## config.mk

```make
export PLATFORM = sky130hd
export DESIGN_NAME = uart_cmd_wrapper
export DESIGN_NICKNAME = d
export VERILOG_FILES = /design/src/rtl/uart_cmd_wrapper.sv
export SDC_FILE = /design/constraint.sdc
export NUM_CORES = 1
export LEC_CHECK = 0
export ABC_CLOCK_PERIOD_IN_PS = 3600
export CAP_MARGIN = 20
export CORE_UTILIZATION = 42
export DETAILED_ROUTE_END_ITERATION = 16
export GPL_TIMING_DRIVEN = 0
export SYNTH_ARGS = -nofsm -noshare
export SYNTH_HDL_FRONTEND = slang
export SYNTH_SLANG_ARGS = --single-unit
```

## constraint.sdc

```tcl
create_clock -name clk -period 3.6 [get_ports clk]
set_input_delay 0.36 -clock clk [delete_from_list [all_inputs] [get_ports clk]]
set_output_delay 0.36 -clock clk [all_outputs]
set_load 0.01 [all_outputs]
```

## src/rtl/uart_cmd_wrapper.sv

```systemverilog
// UART command front end: 8N1 receiver feeding a 3-byte command framer
// (opcode, data hi, data lo) plus an independent single-byte response transmitter.
module uart_cmd_wrapper #(
    parameter int BAUD_CNT = 2604,
    parameter int FRAME_TO = 65535
) (
    input  logic        clk,
    input  logic        rst,
    input  logic        RX,
    output logic        TX,
    output logic [7:0]  cmd,
    output logic [15:0] data,
    output logic        cmd_rdy,
    input  logic        clr_cmd_rdy,
    input  logic [7:0]  resp,
    input  logic        send_resp,
    output logic        tx_busy,
    output logic        resp_sent
);
    localparam int CNT_W = $clog2(BAUD_CNT) + 1;
    localparam int GAP_W = $clog2(FRAME_TO + 1) + 1;
    localparam logic [CNT_W-1:0] BIT_END  = CNT_W'(BAUD_CNT - 1);
    localparam logic [CNT_W-1:0] HALF_END = CNT_W'(BAUD_CNT / 2 - 1);
    localparam logic [GAP_W-1:0] GAP_END  = GAP_W'(FRAME_TO - 1);

    typedef enum logic [1:0] {S_IDLE, S_START, S_DATA, S_STOP} state_t;

    logic             rx_p0, rx_p1, rx_p2;
    state_t           rx_state;
    logic [CNT_W-1:0] rx_cnt;
    logic [2:0]       rx_bit;
    logic [7:0]       rx_shift;
    logic             vld_p0, ferr_p0;
    logic [1:0]       idx;
    logic [GAP_W-1:0] gap_cnt;
    logic [7:0]       cmd_buf, data_hi;
    state_t           tx_state;
    logic [CNT_W-1:0] tx_cnt;
    logic [2:0]       tx_bit;
    logic [7:0]       tx_shift;

    logic rx_fall, frame_start, gap_run, gap_to;

    assign rx_fall     = rx_p2 & ~rx_p1;
    assign frame_start = (rx_state == S_IDLE) && rx_fall && (idx == 2'd0);
    assign gap_run     = (idx != 2'd0) && (rx_state == S_IDLE);
    assign gap_to      = gap_run && (gap_cnt == GAP_END);

    // Stage p0..p1 synchronize RX; p2 is the previous synchronized value for edge detect.
    always_ff @(posedge clk or posedge rst) begin
        if (rst) begin
            rx_p0 <= 1'b1;
            rx_p1 <= 1'b1;
            rx_p2 <= 1'b1;
        end else begin
            rx_p0 <= RX;
            rx_p1 <= rx_p0;
            rx_p2 <= rx_p1;
        end
    end

    always_ff @(posedge clk or posedge rst) begin
        if (rst) begin
            rx_state <= S_IDLE;
            rx_cnt   <= '0;
            rx_bit   <= '0;
            vld_p0   <= 1'b0;
            ferr_p0  <= 1'b0;
        end else begin
            vld_p0  <= 1'b0;
            ferr_p0 <= 1'b0;
            case (rx_state)
                S_IDLE: begin
                    rx_cnt <= '0;
                    if (rx_fall) rx_state <= S_START;
                end
                S_START: begin
                    if (rx_cnt == HALF_END) begin
                        rx_cnt   <= '0;
                        rx_bit   <= '0;
                        rx_state <= rx_p1 ? S_IDLE : S_DATA;
                    end else begin
                        rx_cnt <= rx_cnt + 1'b1;
                    end
                end
                S_DATA: begin
                    if (rx_cnt == BIT_END) begin
                        rx_cnt <= '0;
                        rx_bit <= rx_bit + 1'b1;
                        if (rx_bit == 3'd7) rx_state <= S_STOP;
                    end else begin
                        rx_cnt <= rx_cnt + 1'b1;
                    end
                end
                S_STOP: begin
                    if (rx_cnt == BIT_END) begin
                        rx_cnt   <= '0;
                        rx_state <= S_IDLE;
                        vld_p0   <= rx_p1;
                        ferr_p0  <= ~rx_p1;
                    end else begin
                        rx_cnt <= rx_cnt + 1'b1;
                    end
                end
                default: rx_state <= S_IDLE;
            endcase
        end
    end

    // Datapath registers; their contents only matter once the matching control says so.
    always_ff @(posedge clk) begin
        if (rx_state == S_DATA && rx_cnt == BIT_END) rx_shift <= {rx_p1, rx_shift[7:1]};
        if (vld_p0 && idx == 2'd0) cmd_buf <= rx_shift;
        if (vld_p0 && idx == 2'd1) data_hi <= rx_shift;
        if (tx_state == S_IDLE && send_resp) tx_shift <= resp;
    end

    always_ff @(posedge clk or posedge rst) begin
        if (rst) begin
            idx     <= '0;
            gap_cnt <= '0;
            cmd     <= '0;
            data    <= '0;
            cmd_rdy <= 1'b0;
        end else begin
            if (vld_p0) begin
                gap_cnt <= '0;
                case (idx)
                    2'd0:    idx <= 2'd1;
                    2'd1:    idx <= 2'd2;
                    default: begin
                        idx  <= 2'd0;
                        cmd  <= cmd_buf;
                        data <= {data_hi, rx_shift};
                    end
                endcase
            end else if (ferr_p0 || gap_to) begin
                idx     <= '0;
                gap_cnt <= '0;
            end else if (gap_run) begin
                gap_cnt <= gap_cnt + 1'b1;
            end else begin
                gap_cnt <= '0;
            end

            // Completion takes priority over any clear in the same cycle.
            if (vld_p0 && idx == 2'd2) cmd_rdy <= 1'b1;
            else if (clr_cmd_rdy || frame_start) cmd_rdy <= 1'b0;
        end
    end

    always_ff @(posedge clk or posedge rst) begin
        if (rst) begin
            tx_state  <= S_IDLE;
            tx_cnt    <= '0;
            tx_bit    <= '0;
            TX        <= 1'b1;
            tx_busy   <= 1'b0;
            resp_sent <= 1'b0;
        end else begin
            case (tx_state)
                S_IDLE: begin
                    if (send_resp) begin
                        tx_state  <= S_START;
                        tx_cnt    <= '0;
                        TX        <= 1'b0;
                        tx_busy   <= 1'b1;
                        resp_sent <= 1'b0;
                    end
                end
                S_START: begin
                    if (tx_cnt == BIT_END) begin
                        tx_cnt   <= '0;
                        tx_bit   <= '0;
                        TX       <= tx_shift[0];
                        tx_state <= S_DATA;
                    end else begin
                        tx_cnt <= tx_cnt + 1'b1;
                    end
                end
                S_DATA: begin
                    if (tx_cnt == BIT_END) begin
                        tx_cnt <= '0;
                        if (tx_bit == 3'd7) begin
                            TX       <= 1'b1;
                            tx_state <= S_STOP;
                        end else begin
                            tx_bit <= tx_bit + 1'b1;
                            TX     <= tx_shift[tx_bit + 3'd1];
                        end
                    end else begin
                        tx_cnt <= tx_cnt + 1'b1;
                    end
                end
                S_STOP: begin
                    if (tx_cnt == BIT_END) begin
                        tx_cnt    <= '0;
                        tx_state  <= S_IDLE;
                        tx_busy   <= 1'b0;
                        resp_sent <= 1'b1;
                    end else begin
                        tx_cnt <= tx_cnt + 1'b1;
                    end
                end
                default: tx_state <= S_IDLE;
            endcase
        end
    end

endmodule

```

# Yosys cells after proc, flatten, opt, wreduce, memory -nomap -nowiden
# Index checks and enable logic that the tools add are counted.
# op_classes
add_sub_neg	5
magnitude_cmp	1
eq_ne	25
n_mux	50
n_bitwise	3
reduce_logical	31
# op_table
cell	count
13-bit two-way mux	4
17-bit two-way mux	3
13-bit case mux with 3 select lines	1
13-bit by 1-bit adder with 13-bit output, second input constant	2
13-bit by 12-bit equality test with 1-bit output, second input constant	2
2-bit two-way mux	13
13-bit case mux with 2 select lines	1
2-bit inequality test, second input constant	11
17-bit by 1-bit adder with 17-bit output, second input constant	1
17-bit by 16-bit equality test with 1-bit output, second input constant	1
2-bit case mux with 4 select lines	2
3-bit two-way mux	5
1-bit two-way mux	14
13-bit by 11-bit equality test with 1-bit output, second input constant	1
3-bit case mux with 2 select lines	2
2-bit nonzero test	6
2-bit equality test, second input constant	5
5-bit AND reduction	2
1-bit logical AND	9
4-bit AND reduction	2
3-bit by 1-bit adder with 3-bit output, second input constant	2
2-bit by 1-bit equality test with 1-bit output, second input constant	3
3-bit equality test, second input constant	2
2-bit logical NOT	3
13 further kinds	18
# word_totals
reg_bits	120
in_bits	13
output_inout_bits	28
wordCells	138

# Depth between registers and ports, before layout
# Gate-level depths: netlist (run 1).
# depth
word_depth	7
depth_mapped	7
mapped_depth_nobuf	6

# Worst setup path after synthesis (run 1)
# No wires, ideal clock.
# synth_path
path_kind	register -> register
startpoint	register tx_state[0]
endpoint	register tx_state[1]
setup_time_ps	128
arrival_time_ps	1755
t_required_ps	3472
setup_slack_ps	1717
stages_incl_launch_ff	6
n_path_buf	0
synth_period_minus_slack_ps	1883
path_cell_list	dfrtp_1 > inv_1 > ha_1 > or3_1 > a221oi_4 > mux2_1
# synth_via
elab_chain_len	3
word_cells_on_any_way	11
classes_between	eq/ne (8); mux (1); reduce/logical (2)
# synth_lines
element	line_no	text
start, declared	37	state_t tx_state;
start signal, assigned	154	tx_state <= S_IDLE;
start signal, assigned	164	tx_state <= S_START;
start signal, assigned	176	tx_state <= S_DATA;
2-bit equality test (tied with other cells)	161	case (tx_state)
2-bit inequality test (no line)	-	
5-bit AND reduction (no line)	-	
# Parallel ways exist; a longest one is shown, timed or not.
# A chain may end at the register's enable or synchronous reset.

# Worst setup path in the final report (run 1)
# layout_path
startpoint	register rx_cnt[0]
endpoint	register rx_shift[5] (enable)
# layout_via
elab_chain_len	2
# layout_lines
element	line_no	text
start, declared	30	logic [CNT_W-1:0] rx_cnt;
start signal, assigned	83	rx_cnt <= rx_cnt + 1'b1;
start signal, assigned	92	rx_cnt <= rx_cnt + 1'b1;
start signal, assigned	102	rx_cnt <= rx_cnt + 1'b1;
13-bit by 12-bit equality test with 1-bit output	112	if (rx_state == S_DATA && rx_cnt == BIT_END) rx_shift <= {rx_p1, rx_shift[7:1]};
1-bit logical AND	112	
end signal, assigned	112	
end, declared	32	logic [7:0] rx_shift;
# No other way between the ends.

==> results of run 1 <==
## power breakdown
part | internal [mW] | total (mW) | switching [mW]
registers | 1.43 | 1.46 | 0.0348
logic | 0.0603 | 0.145 | 0.0843
clock network | 1.14 | 1.75 | 0.611
## registers in the layout, indices dropped and copies added, names as in the netlist, 3 cells and up, named ones only
signal	count
rx_cnt	13
gap_cnt	17
data_hi	8
rx_shift	8
tx_cnt	13
cmd_buf	8
data	16
cmd	8
tx_bit	3
rx_bit	3
tx_shift	8
## cell type report
cell class,count,area share [%]
plain buffers,15,1.229
repair buffers,42,6.580
multi-input cells,284,30.74
flip-flops and latches,120,47.87
clock inverters,11,2.231
inverters,18,1.059
clock buffers,21,7.109
well taps,168,3.176
## cells by family (layout without fill, tap and decap cells)
kind of cell	Yosys count	count (layout)	synth area share, %
AO/OA/AOI/OAI	64	64	8.753
XOR/XNOR	22	22	3.604
adder cells (fa/ha/maj)	14	14	3.276
buffers and inverters	33	107	2.785
flip-flops	120	120	59.26
multiplexers	32	32	7.114
AND/OR/NAND/NOR	152	152	15.21
## layout by cell type, fill, tap and decap left out, types with 5 or more instances in the layout
master	synthesis	layout
sky130_fd_sc_hd__a21oi_1	10	10
sky130_fd_sc_hd__a31oi_1	9	9
sky130_fd_sc_hd__and2_1	5	5
sky130_fd_sc_hd__and3_1	6	6
sky130_fd_sc_hd__buf_2	6	6
sky130_fd_sc_hd__clkbuf_1	4	5
sky130_fd_sc_hd__clkbuf_16	0	17
sky130_fd_sc_hd__clkdlybuf4s50_1	0	40
sky130_fd_sc_hd__clkinvlp_4	0	6
sky130_fd_sc_hd__dfrtp_1	84	84
sky130_fd_sc_hd__edfxtp_1	32	32
sky130_fd_sc_hd__ha_1	14	14
sky130_fd_sc_hd__inv_1	18	17
sky130_fd_sc_hd__mux2_2	27	27
sky130_fd_sc_hd__nand2_1	27	27
sky130_fd_sc_hd__nand3_1	19	19
sky130_fd_sc_hd__nand4_1	13	13
sky130_fd_sc_hd__nor2_1	45	45
sky130_fd_sc_hd__nor3_1	6	5
sky130_fd_sc_hd__o21ai_0	17	17
sky130_fd_sc_hd__or3_1	5	5
sky130_fd_sc_hd__xnor2_1	10	10
sky130_fd_sc_hd__xor2_1	12	12
## worst max-delay path, delay by kind of cell (launching register included)
kind | cells | cell delay [ns]
buffers and inverters | 2 | 0.46
adder cells (fa/ha/maj) | 1 | 0.30
flip-flops | 1 | 0.44
AND/OR/NAND/NOR | 3 | 0.55
## stage by stage
stage	total power, mW	instances	TNS (ns)	setup slack [ns]	hold WS (ns)
2_1_floorplan	1.580	437	0	0.9681	0.3452
3_3_place_gp	1.625	645	-48.81	-0.5873	0.3488
3_5_place_dp	1.631	647	0	1.532	0.3535
4_1_cts	3.388	679	0	1.518	0.2820
5_1_grt	3.488	679	0	1.290	0.2985
6_report	3.358	679	0	1.526	0.2841
## how the worst max path moves through the flow
stage | start | endpoint | slack (ns)
final | rx_cnt[0]$_DFF_PP0_ | rx_shift[5]$_DFFE_PP_ | 1.53
after floorplan | rst | asynchronous set/reset pin | 0.97
after global routing | rx_cnt[0]$_DFF_PP0_ | rx_shift[3]$_DFFE_PP_ | 1.29
after detailed placement | rx_cnt[0]$_DFF_PP0_ | rx_shift[1]$_DFFE_PP_ | 1.53
after CTS | rx_cnt[0]$_DFF_PP0_ | rx_shift[5]$_DFFE_PP_ | 1.52
after global placement | rst | rx_cnt[6]$_DFF_PP0_ | -0.59
## metal layers
metal | part of all wire [%] | up-vias | GRT usage (%)
met4 | 1.3 | 0 | 6.234
met1 | 48 | 1790 | 22.55
met2 | 47 | 45 | 26.26
li1 | - | 1718 | -
met5 | 0 | - | 0
met3 | 3.2 | 8 | 6.958
==> summary.md, run 1 <==
| Metric | Value |
|---|---|
| Run status | finished, final reports clean |
| Slew at the pin closest to its max-slew limit | a little under 0.8 ns |
| Worst IR Drop VDD | a little under 0.0003 V |
| Via count normalized by instance count | between 5 and 6 |
| Count of filler cells inserted in the layout | roughly 1100 |
| H-Tree Level Count | 4 |
| Rows | 40 |
| DRC violation count after routing | 0 |
| Post-Syn Area | 5346 um^2 |
| Die height | 114.8 um |
| Top FF cell, synth | sky130_fd_sc_hd__dfrtp_1 |
| Initial Util | a little over two fifths |
| Share of layout cells above drive strength 1 | between 15 and 20% |
| Area of the multi-input gates | a little over 2000 um^2 |
| Cts hold-fix bufs | 0 |
| Max-cap violations | 0 |
| Grt total ovfl | 0 |
| Cell with the most instances after synthesis | sky130_fd_sc_hd__dfrtp_1 |
| Number of DRC markers in iteration 0 | 180 |
| GR Util All Layers | 17.33% |
| Worst-path clk slew | around 0.060 ns |
| Final routed wire length divided by cell count | 14.77 um |
| Number of setup buffers added after CTS | 0 |
| Ports | slightly above 40 |
| Data required time of the critical path | around 3.7 ns |
| Slack of the worst reg-to-reg path | between 1.5 and 2 ns |
| Worst setup path class | reg2reg |
| Cells along the critical path | ha_1, nor3b_1, and4_1, buf_2, nand3_1, inv_1 |
| Iteration count of the initial detailed-routing pass | 4 |
| CP max FO | 8 |
| Pins over their slew limit | 0 |
| Pin count of the biggest net entering global routing | between 60 and 70 |
| Cells resized by post-CTS repair | 0 |
| Distinct cells, synth | 58 |
| Skew-Pair Late Insertion Delay | 0.42 ns |
| Longest individual stage delay on the worst path | 0.44 ns |
| Count of endpoints failing hold in the final timing report | 0 |
| R2R Path Start | rx_cnt[0]$_DFF_PP0_ |
| Nature of the critical path endpoint | flip-flop |
| Synthesized netlist net count | 464 |
| Avg Cell Area, Syn | about 12 um^2 |
| FF/Latch Area | about 3200 um^2 |
| Unrepaired setup endpoints after global routing | false |
| Floorplan die width | approximately 110 um |
| Final period demand of the worst path | 2.074 ns |
| Number of vias after detailed routing | between 3000 and 4000 |
| First-pass GRT wire length | around 17 mm |
| Cell Pwr Density | 507.4 nW/um^2 |
| Synth cell count leaders | 84 x sky130_fd_sc_hd__dfrtp_1, 45 x sky130_fd_sc_hd__nor2_1, 32 x sky130_fd_sc_hd__edfxtp_1 |
| Via count of the first global-routing pass | 3485 |
| Routed Antenna Nets | 0 |
| Post-layout utilization of the core | 54.19% |
| Type of origin of the critical path | flip-flop |
| TritonCTS Sinks | 120 |
| Proportion of synthesized chip area in sequential cells | between 50% and 60% |
| Total core area | approximately 12000 um^2 |
| Post-synthesis sequential element count | 120 |
| Number of instances in the synthesized netlist | approximately 440 |
| Area share of the leading cell type in the synthesized netlist | between 30% and 40% |
| Post-route fraction of the period consumed by the critical path | between 50 and 60% |
| Highest Clock Rate | between 0.4 and 0.5 GHz |
| Number of enable flip-flop cells after synthesis | 32 |
| Endpoint of the worst register-to-register path | rx_shift[5]$_DFFE_PP_ |
| Data arrival, critical path | approximately 2.2 ns |
| Class of the tightest hold or removal check | in2async |
| CP max-delay cell | sky130_fd_sc_hd__dfrtp_1 |
| Number of nets at the end of the flow | between 500 and 600 |
| Layout overhead on the synthesized area | 23.78% |
| Final design instance area without fill | around 6600 um^2 |
| Post-route clock skew | ~0.0073 ns |
| DPL Wire Length | about 6.6 mm |
| Final antenna diode count | 0 |
| FF-to-FF path depth | 6 |
| Port buffer count | 40 |
| Antenna violations before repair | 0 |
| Leakage power | 2.795 nW |
| Final weighted congestion in routability-driven placement | approximately 0.8 |
| Cell type with the largest total area after synthesis | sky130_fd_sc_hd__dfrtp_1 |
| Clock Tree Buf Depth | 2 |
| Setup violations, final | 0 |
| Clock tree from TritonCTS | built |
| Placed instance area | 6000 um^2 |
| Worst rel slew slack | a little under half |
| Total clock buffers created by CTS | 17 |
| Number of warnings reported in the yosys synthesis log | 0 |
| Biggest area contributors in the synthesized netlist | sky130_fd_sc_hd__dfrtp_1 39%, sky130_fd_sc_hd__edfxtp_1 18%, sky130_fd_sc_hd__mux2_2 5.7% |
| Share of flip-flops with an asynchronous set or reset | 73.33% |
| Total wire length after detailed routing | 10.03 mm |
| Area of the die | between 10000 and 15000 um^2 |
| Root buffer cell | sky130_fd_sc_hd__clkbuf_16 |
No activity file was read; power rests on OpenSTA's default activity.
==> inputs of run 2 (changes only) <==
ABC_CLOCK_PERIOD_IN_PS = 2009   (was 3600)
clock period = 2.01 ns   (was 3.6 ns; I/O delays follow)
==> summary.md, run 2 (synthesis gave the netlist of run 1 again) <==
| Metric | Value |
|---|---|
| Cells along the critical path | inv_1, ha_4, or3_1, a221oi_4, mux2_1 |
| H-Tree Level Count | 4 |
| Final weighted congestion in routability-driven placement | approximately 0.87 |
| First-pass GRT wire length | 17.62 mm |
| Pin count of the biggest net entering global routing | between 40 and 50 |
| Ports | between 40 and 50 |
| Data arrival, critical path | 2.22 ns |
| Clock Tree Buf Depth | 2 |
| Worst rel slew slack | about 46% |
| Class of the tightest hold or removal check | in2reg |
| Cell Count Post-Placement | between 600 and 700 |
| Switching power | 1.336 mW |
| CP max FO | 8 |
| Post-placement worst setup slack | -0.03900 ns |
| Floorplan die width | 114.8 um |
| Area of the die | 13180 um^2 |
| Number of nets at the end of the flow | ~530 |
| Nature of the critical path endpoint | flip-flop |
| Worst setup path class | reg2reg |
| Cts hold-fix bufs | 0 |
| Final design instance area without fill | slightly below 7000 um^2 |
| Leakage power | 2.836 nW |
| Total wire length after detailed routing | 9.975 mm |
| Via count of the first global-routing pass | roughly 3700 |
| DPL Wire Length | 6.752 mm |
| Data required time of the critical path | around 2.3 ns |
| Depth of the worst hold-timing path | 1 |
| Antenna violations before repair | 0 |
| Grt total ovfl | 0 |
| Part of the total power dissipated in the clock network | about 54% |
| Port buffer count | 40 |
| Commonest non-fill, non-tap cells in the layout | 82 x sky130_fd_sc_hd__dfrtp_1, 45 x sky130_fd_sc_hd__nor2_1, 40 x sky130_fd_sc_hd__clkdlybuf4s50_1, 32 x sky130_fd_sc_hd__edfxtp_1 |
| Share of layout cells above drive strength 1 | 19.81% |
| Minimum setup slack in the final design | 0.08949 ns |
| Proportion of power drawn by flip-flops and latches | approximately two fifths |
| TritonCTS Sinks | 120 |
| Iteration count of the initial detailed-routing pass | 4 |
| Count of endpoints failing hold in the final timing report | 0 |
| Post-route insts no fill | approximately 680 |
| Pins over their slew limit | 0 |
| Skew-Pair Late Insertion Delay | around 0.42 ns |
| Slew at the pin closest to its max-slew limit | ~0.80 ns |
| Cell Pwr Density | between 900 and 1000 nW/um^2 |
| Count of filler cells inserted in the layout | between 1000 and 1500 |
| Min-delay src | RX |
| Largest register FFs | 17 |
| Switching share of total power | between 20% and 30% |
| Layout overhead on the synthesized area | 26.42% |
| DRC violation count after routing | 0 |
| GR Util All Layers | 17.53% |
| FF/Latch Area | between 3000 and 4000 um^2 |
| Register with the most flip-flops | gap_cnt |
| Post-layout utilization of the core | 55.35% |
| Routed Antenna Nets | 0 |
| Type of origin of the critical path | flip-flop |
| Buffering stage count on the worst path with inverters included | 1 |
| Proportion of power drawn by combinational gates | approximately 4.2% |
| Rows | 40 |
| Initial Util | 43.78% |
| Via count normalized by instance count | roughly 5.2 |
| Internal portion of total power | 4.923 mW |
| Run status | finished, final reports clean |
| Post-route clock skew | between 0.007 and 0.008 ns |
| Commonest non-fill, non-tap cell in the layout | sky130_fd_sc_hd__dfrtp_1 |
| Worst IR Drop VDD | about 0.00066 V |
| CP max-delay cell | sky130_fd_sc_hd__dfrtp_1 |
| WP depth | 5 |
| Placed instance area | roughly 6000 um^2 |
| Biggest registers after layout | gap_cnt: 17 flops, data: 16 flops |
| Setup violations, final | 0 |
| Post-route fraction of the period consumed by the critical path | between 90% and 100% |
| Max-cap violations | 0 |
| Worst-path clk slew | roughly 0.050 ns |
| Total clock buffers created by CTS | 17 |
| R2R Path Start | tx_state[0]$_DFFE_PP0P_ |
| Die height | around 110 um |
| FF-to-FF path depth | 5 |
| Clock tree from TritonCTS | built |
| Highest Clock Rate | between 0.5 and 0.6 GHz |
| Launching element of the worst setup path | tx_state[0]$_DFFE_PP0P_ |
| Worst path top cell family by delay | flip-flops |
| Number of DRC markers in iteration 0 | between 200 and 300 |
| Tightest hold margin | about 0.20 ns |
| Final period demand of the worst path | about 1.9 ns |
| Final antenna diode count | 0 |
| Final routed wire length divided by cell count | ~15 um |
| Total core area | ~12000 um^2 |
| Root buffer cell | sky130_fd_sc_hd__clkbuf_16 |
| Area of the multi-input gates | ~2100 um^2 |
| Longest individual stage delay on the worst path | roughly 0.42 ns |
| Number of vias after detailed routing | 3558 |
==> run 2: metal layers <==
| layer | routed length, um | global-route usage, % |
|---|---|---|
| met5 | 0 | 0 |
| met4 | 153 | 7.359 |
| met3 | 300 | 5.746 |
| met2 | 4819 | 27.92 |
| met1 | 4702 | 22.08 |
==> run 2: final cells by class <==
class	instances	share of cell area, %
flip-flops and latches	120	46.91
multi-input cells	284	30.88
repair buffers	46	6.960
clock buffers	19	6.553
clock inverters	13	3.203
well taps	168	3.110
plain buffers	15	1.296
inverters	18	1.092
==> run 2: final timing paths <==
| path | end | slack (ns) |
|---|---|---|
| setup / recovery | tx_state[1]$_DFFE_PP0P_ | 0.09 |
| min in group asynchronous | gap_cnt[4]$_DFF_PP0_ | 0.21 |
| hold reg to reg | rx_p1$_DFF_PP1_ | 0.35 |
| max in group asynchronous | rx_p0$_DFF_PP1_ | 0.95 |
| setup reg to reg | tx_state[1]$_DFFE_PP0P_ | 0.09 |
| hold / removal | rx_p0$_DFF_PP1_ | 0.20 |
==> run 2: power groups by stage <==
stage                     Clock [mW]  Sequential, mW  Combinational [mW]
after detailed placement           0            2.66               0.263
final                           3.36            2.63               0.266
after global routing            3.56            2.64               0.309
after CTS                       3.46            2.61               0.264
after global placement             0            2.66               0.251
after floorplan                    0            2.65               0.182
==> run 2: metrics by stage <==
stage               power [mW]  setup TNS [ns]
finish                   6.259               0
CTS                      6.335               0
global route             6.505       -0.005821
global placement         2.912          -20.99
detailed placement       2.923         -0.3600
floorplan                2.830               0
==> run 2: repair_timing <==
action	CTS	global route
cloned	0	0
setup buffers	0	3
setup endpoints to repair	10	33
pin swaps	0	2
gates resized for setup	3	16
==> inputs of run 3 (changes only) <==
ABC_CLOCK_PERIOD_IN_PS = 2000   (was 2009)
clock period = 2 ns   (was 2.01 ns; I/O delays follow)
==> results of run 3 <==
The final DEF is identical to that of run 2. Status: finished, final reports clean.
Among the figures that moved: setup slack after placement -0.03900 ns -> -0.04900 ns; clock-pin slew on the worst setup and hold paths 0.05 ns -> 0.06 ns; setup slack after layout 0.08949 ns -> 0.07949 ns; hold slack 0.1996 ns -> 0.1986 ns; register-to-register setup slack 0.09 ns -> 0.08 ns; total power 6.259 mW -> 6.290 mW; worst IR drop on VDD 0.0006579 V -> 0.0006612 V
